--- config.mk ---
export PLATFORM = sky130hd
export DESIGN_NAME = fetch_mem_arbiter_flat
export DESIGN_NICKNAME = d
export VERILOG_FILES = /design/src/rtl/fetch_mem_arbiter_pkg.sv /design/src/rtl/fetch_mem_arbiter_if.sv /design/src/rtl/arb_starve_counter.sv /design/src/rtl/fetch_mem_arbiter.sv /design/src/flat_wrapper.sv
export SDC_FILE = /design/constraint.sdc
export NUM_CORES = 1
export LEC_CHECK = 0
export BUFFER_PORTS_ARGS = -buffer_cell sky130_fd_sc_hd__buf_2
export CAP_MARGIN = 20
export CORE_MARGIN = 1
export CORE_UTILIZATION = 41
export CTS_CLUSTER_SIZE = 40
export DETAILED_ROUTE_END_ITERATION = 16
export PLACE_DENSITY = 0.88
export SYNTH_ARGS = -nofsm -noshare
export SYNTH_HDL_FRONTEND = slang
export SYNTH_SLANG_ARGS = --single-unit
--- constraint.sdc ---
create_clock -name clk -period 3.95 [get_ports clk]
set_input_delay 0.395 -clock clk [delete_from_list [all_inputs] [get_ports clk]]
set_output_delay 0.395 -clock clk [all_outputs]
set_load 0.02 [all_outputs]
--- src/rtl/fetch_mem_arbiter_pkg.sv ---
// Shared constants and types for the unified-memory fetch/data arbiter.
package fetch_mem_arbiter_pkg;

   localparam int unsigned WORD_LEN       = 32;
   localparam int unsigned DEF_STARVE_MAX = 2;

   localparam logic [1:0] ARB_IDLE = 2'd0;
   localparam logic [1:0] ARB_IF   = 2'd1;
   localparam logic [1:0] ARB_D    = 2'd2;

   localparam logic [WORD_LEN-1:0] NOP = 32'd0;

   // Command presented on the memory port for one access.
   typedef struct packed {
      logic                we;
      logic [WORD_LEN-1:0] addr;
      logic [WORD_LEN-1:0] wdata;
   } mem_cmd_t;

endpackage

--- src/rtl/fetch_mem_arbiter_if.sv ---
// Pipeline-side and memory-side signals of the fetch/data arbiter.
interface fetch_mem_arbiter_if;
   import fetch_mem_arbiter_pkg::*;

   logic [WORD_LEN-1:0] ifAddr;
   logic                brTaken;
   logic                dReq;
   logic                dWe;
   logic [WORD_LEN-1:0] dAddr;
   logic [WORD_LEN-1:0] dWdata;
   logic                memAck;
   logic [WORD_LEN-1:0] memRdata;
   logic                memReq;
   logic                memWe;
   logic [WORD_LEN-1:0] memAddr;
   logic [WORD_LEN-1:0] memWdata;
   logic                ifFreeze;
   logic [WORD_LEN-1:0] ifInstr;
   logic                ifValid;
   logic [WORD_LEN-1:0] dRdata;
   logic                dDone;
   logic                dStall;

   // Arbiter side
   modport master (
      input  ifAddr, brTaken, dReq, dWe, dAddr, dWdata, memAck, memRdata,
      output memReq, memWe, memAddr, memWdata, ifFreeze, ifInstr, ifValid,
             dRdata, dDone, dStall
   );

   // Pipeline/memory side
   modport slave (
      output ifAddr, brTaken, dReq, dWe, dAddr, dWdata, memAck, memRdata,
      input  memReq, memWe, memAddr, memWdata, ifFreeze, ifInstr, ifValid,
             dRdata, dDone, dStall
   );

endinterface

--- src/rtl/arb_starve_counter.sv ---
// Counts consecutive data grants made while a fetch is waiting.
module arb_starve_counter #(
   parameter int unsigned MAX = 2
) (
   input  logic clk,
   input  logic rst,
   input  logic clr,
   input  logic inc,
   output logic at_limit_c
);

   localparam int unsigned CW = (MAX < 1) ? 1 : $clog2(MAX + 1);

   logic [CW-1:0] cnt;

   // Saturating count; clear has priority over increment.
   always_ff @(posedge clk or posedge rst) begin
      if (rst)                       cnt <= '0;
      else if (clr)                  cnt <= '0;
      else if (inc && !at_limit_c)   cnt <= cnt + CW'(1);
   end

   assign at_limit_c = (32'(cnt) >= MAX);

endmodule

--- src/rtl/fetch_mem_arbiter.sv ---
// Single-port memory arbiter between instruction fetch and data access.
module fetch_mem_arbiter
   import fetch_mem_arbiter_pkg::*;
#(
   parameter int unsigned STARVE_MAX = DEF_STARVE_MAX
) (
   input  logic                clk,
   input  logic                rst,
   fetch_mem_arbiter_if.master bus
);

   logic [1:0]          state, state_nxt;
   logic                squash, squash_nxt;
   mem_cmd_t            cmd, cmd_nxt;
   logic                mem_req, mem_req_nxt;
   logic [WORD_LEN-1:0] if_instr, if_instr_nxt;
   logic                if_valid, if_valid_nxt;
   logic [WORD_LEN-1:0] d_rdata, d_rdata_nxt;
   logic                d_done, d_done_nxt;
   logic                cnt_clr, cnt_inc, starved;
   logic                if_freeze_c;

   arb_starve_counter #(.MAX(STARVE_MAX)) u_starve (
      .clk        (clk),
      .rst        (rst),
      .clr        (cnt_clr),
      .inc        (cnt_inc),
      .at_limit_c (starved)
   );

   // State and registered outputs; reset abandons any access in flight.
   always_ff @(posedge clk or posedge rst) begin
      if (rst) begin
         state    <= ARB_IDLE;
         squash   <= 1'b0;
         cmd      <= '0;
         mem_req  <= 1'b0;
         if_instr <= NOP;
         if_valid <= 1'b0;
         d_rdata  <= '0;
         d_done   <= 1'b0;
      end else begin
         state    <= state_nxt;
         squash   <= squash_nxt;
         cmd      <= cmd_nxt;
         mem_req  <= mem_req_nxt;
         if_instr <= if_instr_nxt;
         if_valid <= if_valid_nxt;
         d_rdata  <= d_rdata_nxt;
         d_done   <= d_done_nxt;
      end
   end

   // Arbitration, access sequencing and completion pulses.
   always_comb begin
      state_nxt    = state;
      squash_nxt   = squash;
      cmd_nxt      = cmd;
      mem_req_nxt  = mem_req;
      if_instr_nxt = NOP;
      if_valid_nxt = 1'b0;
      d_rdata_nxt  = d_rdata;
      d_done_nxt   = 1'b0;
      cnt_clr      = 1'b0;
      cnt_inc      = 1'b0;
      if_freeze_c  = 1'b1;

      case (state)
         ARB_IDLE: begin
            mem_req_nxt = 1'b1;
            if (bus.dReq && !starved) begin
               cmd_nxt   = '{we: bus.dWe, addr: bus.dAddr, wdata: bus.dWdata};
               cnt_inc   = 1'b1;
               state_nxt = ARB_D;
            end else begin
               cmd_nxt   = '{we: 1'b0, addr: bus.ifAddr, wdata: NOP};
               cnt_clr   = 1'b1;
               state_nxt = ARB_IF;
            end
         end
         ARB_IF: begin
            if (bus.memAck) begin
               if_freeze_c = 1'b0;
               mem_req_nxt = 1'b0;
               squash_nxt  = 1'b0;
               state_nxt   = ARB_IDLE;
               // A redirect in the ack cycle kills this instruction directly.
               if (!(squash || bus.brTaken)) begin
                  if_instr_nxt = bus.memRdata;
                  if_valid_nxt = 1'b1;
               end
            end else if (bus.brTaken) begin
               squash_nxt = 1'b1;
            end
         end
         ARB_D: begin
            if (bus.memAck) begin
               mem_req_nxt = 1'b0;
               d_done_nxt  = 1'b1;
               state_nxt   = ARB_IDLE;
               if (!cmd.we) d_rdata_nxt = bus.memRdata;
            end
         end
         default: begin
            mem_req_nxt = 1'b0;
            state_nxt   = ARB_IDLE;
         end
      endcase
   end

   assign bus.memReq   = mem_req;
   assign bus.memWe    = cmd.we;
   assign bus.memAddr  = cmd.addr;
   assign bus.memWdata = cmd.wdata;
   assign bus.ifInstr  = if_instr;
   assign bus.ifValid  = if_valid;
   assign bus.dRdata   = d_rdata;
   assign bus.dDone    = d_done;
   assign bus.ifFreeze = ~rst & if_freeze_c;
   assign bus.dStall   = ~rst & bus.dReq & ~d_done;

endmodule

--- src/flat_wrapper.sv ---
// flat-port wrapper written by rule: the top's interface ports become plain ports
module fetch_mem_arbiter_flat import fetch_mem_arbiter_pkg::*;
#(
   parameter int unsigned STARVE_MAX = DEF_STARVE_MAX
)
  (clk, rst, bus_ifAddr, bus_brTaken, bus_dReq, bus_dWe, bus_dAddr, bus_dWdata, bus_memAck, bus_memRdata, bus_memReq, bus_memWe, bus_memAddr, bus_memWdata, bus_ifFreeze, bus_ifInstr, bus_ifValid, bus_dRdata, bus_dDone, bus_dStall);
  fetch_mem_arbiter_if bus_i ();
  input  logic clk;
  input  logic rst;
  input wire logic [$bits(bus_i.ifAddr)-1:0] bus_ifAddr;
  input wire logic [$bits(bus_i.brTaken)-1:0] bus_brTaken;
  input wire logic [$bits(bus_i.dReq)-1:0] bus_dReq;
  input wire logic [$bits(bus_i.dWe)-1:0] bus_dWe;
  input wire logic [$bits(bus_i.dAddr)-1:0] bus_dAddr;
  input wire logic [$bits(bus_i.dWdata)-1:0] bus_dWdata;
  input wire logic [$bits(bus_i.memAck)-1:0] bus_memAck;
  input wire logic [$bits(bus_i.memRdata)-1:0] bus_memRdata;
  output wire logic [$bits(bus_i.memReq)-1:0] bus_memReq;
  output wire logic [$bits(bus_i.memWe)-1:0] bus_memWe;
  output wire logic [$bits(bus_i.memAddr)-1:0] bus_memAddr;
  output wire logic [$bits(bus_i.memWdata)-1:0] bus_memWdata;
  output wire logic [$bits(bus_i.ifFreeze)-1:0] bus_ifFreeze;
  output wire logic [$bits(bus_i.ifInstr)-1:0] bus_ifInstr;
  output wire logic [$bits(bus_i.ifValid)-1:0] bus_ifValid;
  output wire logic [$bits(bus_i.dRdata)-1:0] bus_dRdata;
  output wire logic [$bits(bus_i.dDone)-1:0] bus_dDone;
  output wire logic [$bits(bus_i.dStall)-1:0] bus_dStall;
  assign bus_i.ifAddr = bus_ifAddr;
  assign bus_i.brTaken = bus_brTaken;
  assign bus_i.dReq = bus_dReq;
  assign bus_i.dWe = bus_dWe;
  assign bus_i.dAddr = bus_dAddr;
  assign bus_i.dWdata = bus_dWdata;
  assign bus_i.memAck = bus_memAck;
  assign bus_i.memRdata = bus_memRdata;
  assign bus_memReq = bus_i.memReq;
  assign bus_memWe = bus_i.memWe;
  assign bus_memAddr = bus_i.memAddr;
  assign bus_memWdata = bus_i.memWdata;
  assign bus_ifFreeze = bus_i.ifFreeze;
  assign bus_ifInstr = bus_i.ifInstr;
  assign bus_ifValid = bus_i.ifValid;
  assign bus_dRdata = bus_i.dRdata;
  assign bus_dDone = bus_i.dDone;
  assign bus_dStall = bus_i.dStall;
  fetch_mem_arbiter #(.STARVE_MAX(STARVE_MAX)) u_core (.clk(clk), .rst(rst), .bus(bus_i));
endmodule
==> results.tsv, run 1 <==
metric	value	unit
startpoint-to-endpoint class of the critical path	reg2reg	
post-layout utilization of the core	58.1	%
total clock buffers created by CTS	17	
sequential fraction of the synthesis area	64.3	%
count of warnings emitted by yosys	0	
fraction of post-synthesis cell area in the top cell type by area	64.3	%
worst-case reg-to-reg path depth	5	
# Max-Cap Violations	0	
share of the synthesized netlist area taken by xor and xnor gates	0	%
via count of the first global-routing pass	3947	
part of the cycle the worst path needs	55.9	%
starting utilization of the core area	42.1	%
Critical Path, Cell by Cell	inv_1, ha_2, and4bb_2, buf_4, a221o_1	
Die Y-Extent	116	µm
Die X-Extent	116	µm
run status	completed	
total count of hold-check failures in the final report	0	
DPL Wire Length	8.95	mm
post-synthesis adder-cell area fraction	0.938	%
placeable core region	12700	µm²
Synth Area in Compound Gates	9.87	%
Root Driver	clkbuf_16	
total routing resource utilization after global routing	18.1	%
Design Area, Final	7360	µm²
drc violations	0	
# clock sinks	137	
wire length after detailed routing	12.4	mm
capturing element of the worst setup path	u_core.bus.memAddr[25]$_DFFE_PP0P_	
global-route wire length before repair	18.5	mm
multiplexer fraction of the synthesized cell area	7.18	%
highest net fanout along the worst path	35	
final estimated routing congestion in global placement	0.743	
Area after DPL	6750	µm²
average cell area after synthesis	12.8	µm²
source of the worst register-to-register timing path	u_core.state[0]$_DFFE_PP0P_	
detailed-router iteration count before antenna repair	4	
post-route setup TNS	0	ns
worst endpoint required time	4.28	ns
Routed Antenna Nets	0	
post-synthesis instance total	417	
simple logic cell fraction of the synthesized area	11.4	%
synth-to-layout area growth	37.9	%
mean number of vias per cell	4.68	
worst slew margin relative to its limit	48.1	%
Clock Skews	0.00620	ns
cell area after technology mapping	5340	µm²
synthesized netlist net count	555	
synth unique cells	24	
TritonCTS clock tree	yes	
startpoint of the most critical setup path	u_core.state[0]$_DFFE_PP0P_	
Hold WC Path Type	in2reg	
hold slack	0.188	ns
worst-skew pair later-pin latency	0.41	ns
layout cell share with drive strength beyond 1	48.4	%
final routed wire length divided by cell count	14.3	µm
Worst Setup Start Kind	flip-flop	
DP Worst Slack	1.74	ns
die area	13500	µm²
peak clock frequency supported by timing	0.453	GHz
critical path capture point type	flip-flop	
H-tree Lvls	4	
Clock Pin Slew Worst Setup and Hold Paths	0.06	ns
violation count after the first detailed-route iteration	156	
pin count of the biggest net entering global routing	75	
num ports	268	
antenna violations before repair	1	
# setup viols final	0	
top cell type by total area after synthesis	dfrtp_1	
total number of nets in the final design	824	
hold buffer count at CTS	1	
flop and latch count out of synthesis	137	
CP Data Arrival Time	2.54	ns
Lkg Pwr	3.94	nW
number of rows in the core area	41	
final setup slack of the worst path	1.74	ns
final period demand of the worst path	2.21	ns
remaining global-route overflow	0	
setup repair after global routing missed its margin	false	
power per unit of standard cell area	836	nW/µm²
count of port buffers added during placement	267	
Worst R2R Setup Slack	1.74	ns
Crit path largest cell delay	0.75	ns
Max Slew Vio Count	0	
capture point of the worst reg-to-reg path	u_core.bus.memAddr[25]$_DFFE_PP0P_	
largest buffer count on any clock path	2	
number of buffers inserted by post-CTS setup repair	0	
slowest cell on the critical path	and4bb_2	
post-cts resize count	0	
biggest area contributors in the synthesized netlist	dfrtp_1, a221o_1, mux2_2, and2_1, o21ai_0	
slew at the pin closest to its max-slew limit	0.776	ns
combinational family with the most area after synthesis	simple AND/OR/NAND/NOR gates	
vias after detailed routing	4079	
Worst IR Drop VDD	0.000460	V
==> flip-flops by register name, summed over array words and instances, names as in the netlist <==
signal / count
u_core.bus.ifValid: 1
u_core.bus.dRdata: 32
u_core.bus.memWe: 1
u_core.bus.dDone: 1
u_core.bus.memWdata: 32
u_core.state: 2
u_core.bus.memAddr: 32
u_core.bus.ifInstr: 32
u_core.bus.memReq: 1
u_core.u_starve.cnt: 2
u_core.squash: 1
==> Yosys cell counts <==
cell,n
mux2_1,6
dfrtp_1,137
and2b_1,11
buf_2,6
buf_6,12
a221o_1,32
inv_1,38
and2_1,33
o21ai_0,36
nand2b_1,2
ha_1,4
nor2b_1,21
nor3_2,1
buf_4,1
nand2_1,36
nand2_2,1
dlygate4sd1_1,1
a21boi_2,1
and4bb_1,1
nor3b_1,1
nor2_1,1
mux2_2,28
a21oi_1,3
clkbuf_1,4
==> how the worst min path moves through the flow <==
stage | endpoint | startpoint | cells past startpoint | slack [ns]
2_1_floorplan | u_core.squash$_DFFE_PP0P_ | bus_memAck | 1 | 0.48
3_3_place_gp | u_core.bus.memWdata[29]$_DFFE_PP0P_ | rst | 2 | 0.40
3_5_place_dp | u_core.bus.memWdata[29]$_DFFE_PP0P_ | rst | 2 | 0.39
4_1_cts | u_core.bus.memWdata[0]$_DFFE_PP0P_ | bus_dWdata[0] | 3 | 0.17
5_1_grt | u_core.bus.memWdata[5]$_DFFE_PP0P_ | bus_dWdata[5] | 3 | 0.18
6_report | u_core.bus.memWdata[0]$_DFFE_PP0P_ | bus_dWdata[0] | 3 | 0.19
==> worst max-delay path, delay by kind of cell, from the launching register on <==
kind,cells,cell delay (ns)
AO/OA/AOI/OAI,1,0.24
buffers and inverters,2,0.56
adder cells (fa/ha/maj),1,0.18
flip-flops,1,0.40
AND/OR/NAND/NOR,1,0.75
==> layer usage <==
| layer | part of all wire [%] | up-vias | wire [µm] | global-route usage, % |
|---|---|---|---|---|
| met2 | 50 | 175 | 6180 | 31.9 |
| li1 | - | 1938 | - | - |
| met4 | 1.4 | 0 | 179 | 6.92 |
| met1 | 41 | 1952 | 5100 | 20.0 |
| met3 | 7.8 | 14 | 966 | 6.59 |
| met5 | 0 | - | 0 | 0 |
==> cells by family (layout without fill, tap and decap cells) <==
| kind of cell | count (synthesis) | in the layout |
|---|---|---|
| other | 0 | 1 |
| multiplexers | 34 | 34 |
| AND/OR/NAND/NOR | 108 | 108 |
| AO/OA/AOI/OAI | 72 | 72 |
| flip-flops | 137 | 137 |
| buffers and inverters | 62 | 344 |
| adder cells (fa/ha/maj) | 4 | 4 |
==> final cells by class <==
type                    count  area (µm²)
inverters                  38         146
clock inverters            11         120
flip-flops and latches    137        3430
well taps                 172         215
clock buffers              21         470
diodes                      1        2.50
repair buffers            274        1400
multi-input cells         218        1570
fillers                  1064        5310
==> per-stage QoR <==
stage,cells,total power [mW]
global placement,838,4.56
floorplan,417,3.87
finish,872,6.15
detailed placement,838,4.64
CTS,871,6.22
global route,872,6.52
==> cell usage in the layout, fill, tap and decap left out <==
master,count
nand2_1,36
and2b_1,11
a21oi_1,3
dlygate4sd3_1,1
a21boi_2,1
mux2_2,28
clkinv_4,1
a221o_1,32
nor2b_1,21
nand2_2,1
buf_4,5
clkbuf_16,17
inv_1,37
o21ai_0,36
dfrtp_1,137
clkinv_2,4
buf_2,267
diode_2,1
buf_12,1
clkbuf_1,1
ha_2,1
nor3b_1,1
ha_1,3
nand2b_1,2
inv_6,1
bufinv_16,2
nor2_1,1
mux2_1,6
clkinvlp_4,4
nor3_2,1
and2_1,33
clkbuf_8,3
and4bb_2,1
==> where the power goes <==
part	leakage, nW	internal, mW	switching, mW
logic	1.89	0.923	1.47
registers	1.76	1.95	0.259
clock network	0.285	0.977	0.569
Power figures use the tool's default switching activity.
==> inputs of run 2 (changes only) <==
--- a/config.mk
+++ b/config.mk
@@ -5,13 +5,14 @@
 export SDC_FILE = /design/constraint.sdc
 export NUM_CORES = 1
 export LEC_CHECK = 0
+export ABC_AREA = 1
 export BUFFER_PORTS_ARGS = -buffer_cell sky130_fd_sc_hd__buf_2
 export CAP_MARGIN = 20
 export CORE_MARGIN = 1
-export CORE_UTILIZATION = 41
+export CORE_UTILIZATION = 46
 export CTS_CLUSTER_SIZE = 40
 export DETAILED_ROUTE_END_ITERATION = 16
-export PLACE_DENSITY = 0.88
+export PLACE_DENSITY = 0.92
 export SYNTH_ARGS = -nofsm -noshare
 export SYNTH_HDL_FRONTEND = slang
 export SYNTH_SLANG_ARGS = --single-unit
==> constraint.sdc (replaced) <==
create_clock -name clk -period 2.1 [get_ports clk]
set_input_delay 0.21 -clock clk [delete_from_list [all_inputs] [get_ports clk]]
set_output_delay 0.21 -clock clk [all_outputs]
set_load 0.02 [all_outputs]
==> results.tsv, run 2 <==
metric	value	unit	change
run status	completed		
area taken by flip-flops and latches	3430	µm²	unchanged
Die Y-Extent	110	µm	-4.9%
H-tree Lvls	4		unchanged
remaining global-route overflow	0		unchanged
Die X-Extent	110	µm	-4.9%
total clock buffers created by CTS	17		unchanged
Max Slew Vio Count	0		unchanged
synthesized netlist net count	706		+27%
die area	12200	µm²	-9.6%
# clock sinks	137		unchanged
most common flop cell mapped by yosys	dfrtp_1		
num ports	268		unchanged
pin count of the biggest net entering global routing	138		+84%
Clock Pin Slew Worst Setup and Hold Paths	0.05	ns	about the same
Routed Antenna Nets	0		unchanged
CP Data Arrival Time	1.92	ns	-0.62 ns
Root Driver	clkbuf_16		
final setup slack of the worst path	0.451	ns	-1.29 ns
wire length after detailed routing	14.9	mm	+20%
DP Worst Slack	0.470	ns	-1.27 ns
DPL Wire Length	9.72	mm	+8.6%
post-route setup TNS	0	ns	unchanged
met1 global-route usage	28.1	%	+8.1 points
fraction of post-synthesis cell area in the top cell type by area	63.5	%	-0.76 points
global-route wire length before repair	21.9	mm	+18%
cell area after technology mapping	5400	µm²	+1.2%
number of rows in the core area	39		-4.9%
most used cells in the layout excluding fill and tap cells	buf_2, nand2_1, dfrtp_1		
peak clock frequency supported by timing	0.606	GHz	+34%
highest net fanout along the worst path	34		-2.9%
synth unique cells	21		-13%
critical path capture point type	flip-flop		
share of synthesized flip-flops with an asynchronous set or reset	100	%	unchanged
slew at the pin closest to its max-slew limit	0.717	ns	-0.0597 ns
total routing resource utilization after global routing	24.1	%	+5.9 points
met3 GRT Util	6.76	%	+0.17 points
flop and latch count out of synthesis	137		unchanged
largest buffer count on any clock path	2		unchanged
startpoint-to-endpoint class of the critical path	reg2reg		
GRT met2 Usage	41.1	%	+9.2 points
antenna violations before repair	0		-1
sequential fraction of the synthesis area	63.5	%	-0.76 points
worst hold path startpoint	bus_dWdata[6]		
violation count after the first detailed-route iteration	345		+120%
final estimated routing congestion in global placement	0.779		+4.8%
part of the cycle the worst path needs	78.5	%	+23 points
Clock Skews	0.00395	ns	-0.00225 ns
mean number of vias per cell	4.95		+5.7%
total number of nets in the final design	989		+20%
post-synthesis instance total	568		+36%
final period demand of the worst path	1.65	ns	-0.559 ns
hold slack	0.0169	ns	-0.171 ns
power per unit of standard cell area	1550	nW/µm²	+85%
TritonCTS clock tree	yes		
startpoint of the most critical setup path	u_core.u_starve.cnt[1]$_DFFE_PP0P_		
multi-input gate area in the final layout	1590	µm²	+1.4%
detailed-router iteration count before antenna repair	5		+1
# Max-Cap Violations	0		unchanged
average cell area after synthesis	9.51	µm²	-26%
vias after detailed routing	4970		+22%
worst endpoint required time	2.38	ns	-1.90 ns
worst-skew pair later-pin latency	0.41	ns	about the same
commonest cells in the netlist	nand2_1, dfrtp_1, nand3_1		
top cell type by total area after synthesis	dfrtp_1		
setup repair after global routing missed its margin	false		
placeable core region	11400	µm²	-9.9%
number of placed instances, taps included	952		+14%
total count of hold-check failures in the final report	0		unchanged
most repeated cell in the gate-level netlist after synthesis	nand2_1		
worst slew margin relative to its limit	52.2	%	+4.2 points
count of filler cells inserted in the layout	867		-19%
most frequent standard cell in the layout excluding fill and tap cells	buf_2		
final routed wire length divided by cell count	14.8	µm	+3.8%
source of the worst register-to-register timing path	u_core.u_starve.cnt[1]$_DFFE_PP0P_		
starting utilization of the core area	47.3	%	+5.2 points
count of placed standard cells in the final layout, fillers left out	1005		+15%
Lkg Pwr	4.45	nW	+13%
biggest area contributors in the synthesized netlist	dfrtp_1, nand2_1, nand3_1, nand4_1, o21ai_0		
drc violations	0		unchanged
count of warnings emitted by yosys	0		unchanged
GRT Max-Usage Layer	met2		
Worst Setup Start Kind	flip-flop		
synth-to-layout area growth	42.2	%	
count of port buffers added during placement	267		unchanged
Worst IR Drop VDD	0.00101	V	+120%
ant diodes	0		-1
# setup viols final	0		unchanged
layout cell share with drive strength beyond 1	36.7	%	-12 points
number of buffers inserted by post-CTS setup repair	0		unchanged
via count of the first global-routing pass	4679		+19%
number of synthesized flops with an enable pin	0		unchanged
Hold WC Path Type	in2reg		
run 2: cell count changes in the layout (fill, tap and decap cells not counted), moves of 11 or more:
cell,delta
a221o_1,-32
and2_1,-33
and2b_1,-11
dlygate4sd3_1,+22
mux2_2,-28
nand2_1,+137
nand3_1,+65
nand4_1,+32
nor2_1,+31
nor2b_1,-21
run 2: worst paths after layout:
| check | endpoint | slack, ns | cells past startpoint |
|---|---|---|---|
| setup / recovery | u_core.bus.memAddr[8]$_DFFE_PP0P_ | 0.45 | 7 |
| hold / removal | u_core.bus.memWdata[6]$_DFFE_PP0P_ | 0.02 | 3 |
| setup reg to reg | u_core.bus.memAddr[8]$_DFFE_PP0P_ | 0.45 | 7 |
| hold reg to reg | u_core.bus.memWdata[29]$_DFFE_PP0P_ | 0.47 | 2 |
| max in group asynchronous | u_core.bus.dRdata[29]$_DFFE_PP0P_ | 1.51 | 3 |
| min in group asynchronous | u_core.bus.memWdata[4]$_DFFE_PP0P_ | 0.05 | 3 |
run 2: power breakdown:
part	internal, mW	switching, mW
Combinational	1.49	3.12
Clock	2.07	1.04
Sequential	3.64	0.534
Total	7.20	4.69
run 2: kinds of logic (layout without fill, tap and decap cells):
group | Yosys count | count (layout) | synth area share, %
buffers and inverters | 80 | 374 | 7.04
DFF | 137 | 137 | 63.5
and+or+nand+nor | 309 | 309 | 25.0
adders and majority gates | 4 | 4 | 0.927
AOI/OAI and AO/OA | 38 | 38 | 3.57
run 2: stage by stage:
stage	cell area [µm²]	total power, mW	util (%)
finish	7680	11.9	67.3
floorplan	5400	7.17	-
global route	7680	12.6	67.3
detailed placement	6830	8.75	59.8
global placement	6830	8.59	59.8
CTS	7680	11.9	67.3
run 2: metal layers:
layer | vias up | part of all wire [%]
li1 | 2382 | -
met4 | 0 | 2.0
met5 | - | 0
met2 | 216 | 51
met1 | 2348 | 40
met3 | 24 | 7.1
run 2: critical path: stages, from the launching register on:
cell and delay [ns]:
dfrtp_1 0.42, ha_1 0.23, nor2_4 0.13, buf_4 0.23
nand2_2 0.05, buf_4 0.25, nand3_1 0.11, nand3_1 0.09
run 2: timing repair:
item / in CTS / in global routing
hold buffers: 23 / 0
endpoints found under the hold margin: 23 / 0
gates resized for setup: 0 / 0
run 2: area by class of cell:
class | instances | share of cell area [%]
flip-flops and latches | 137 | 44.6
repair buffers | 300 | 22.0
multi-input cells | 351 | 20.7
clock buffers | 23 | 6.22
well taps | 143 | 2.33
inverters | 44 | 2.20
clock inverters | 7 | 1.84
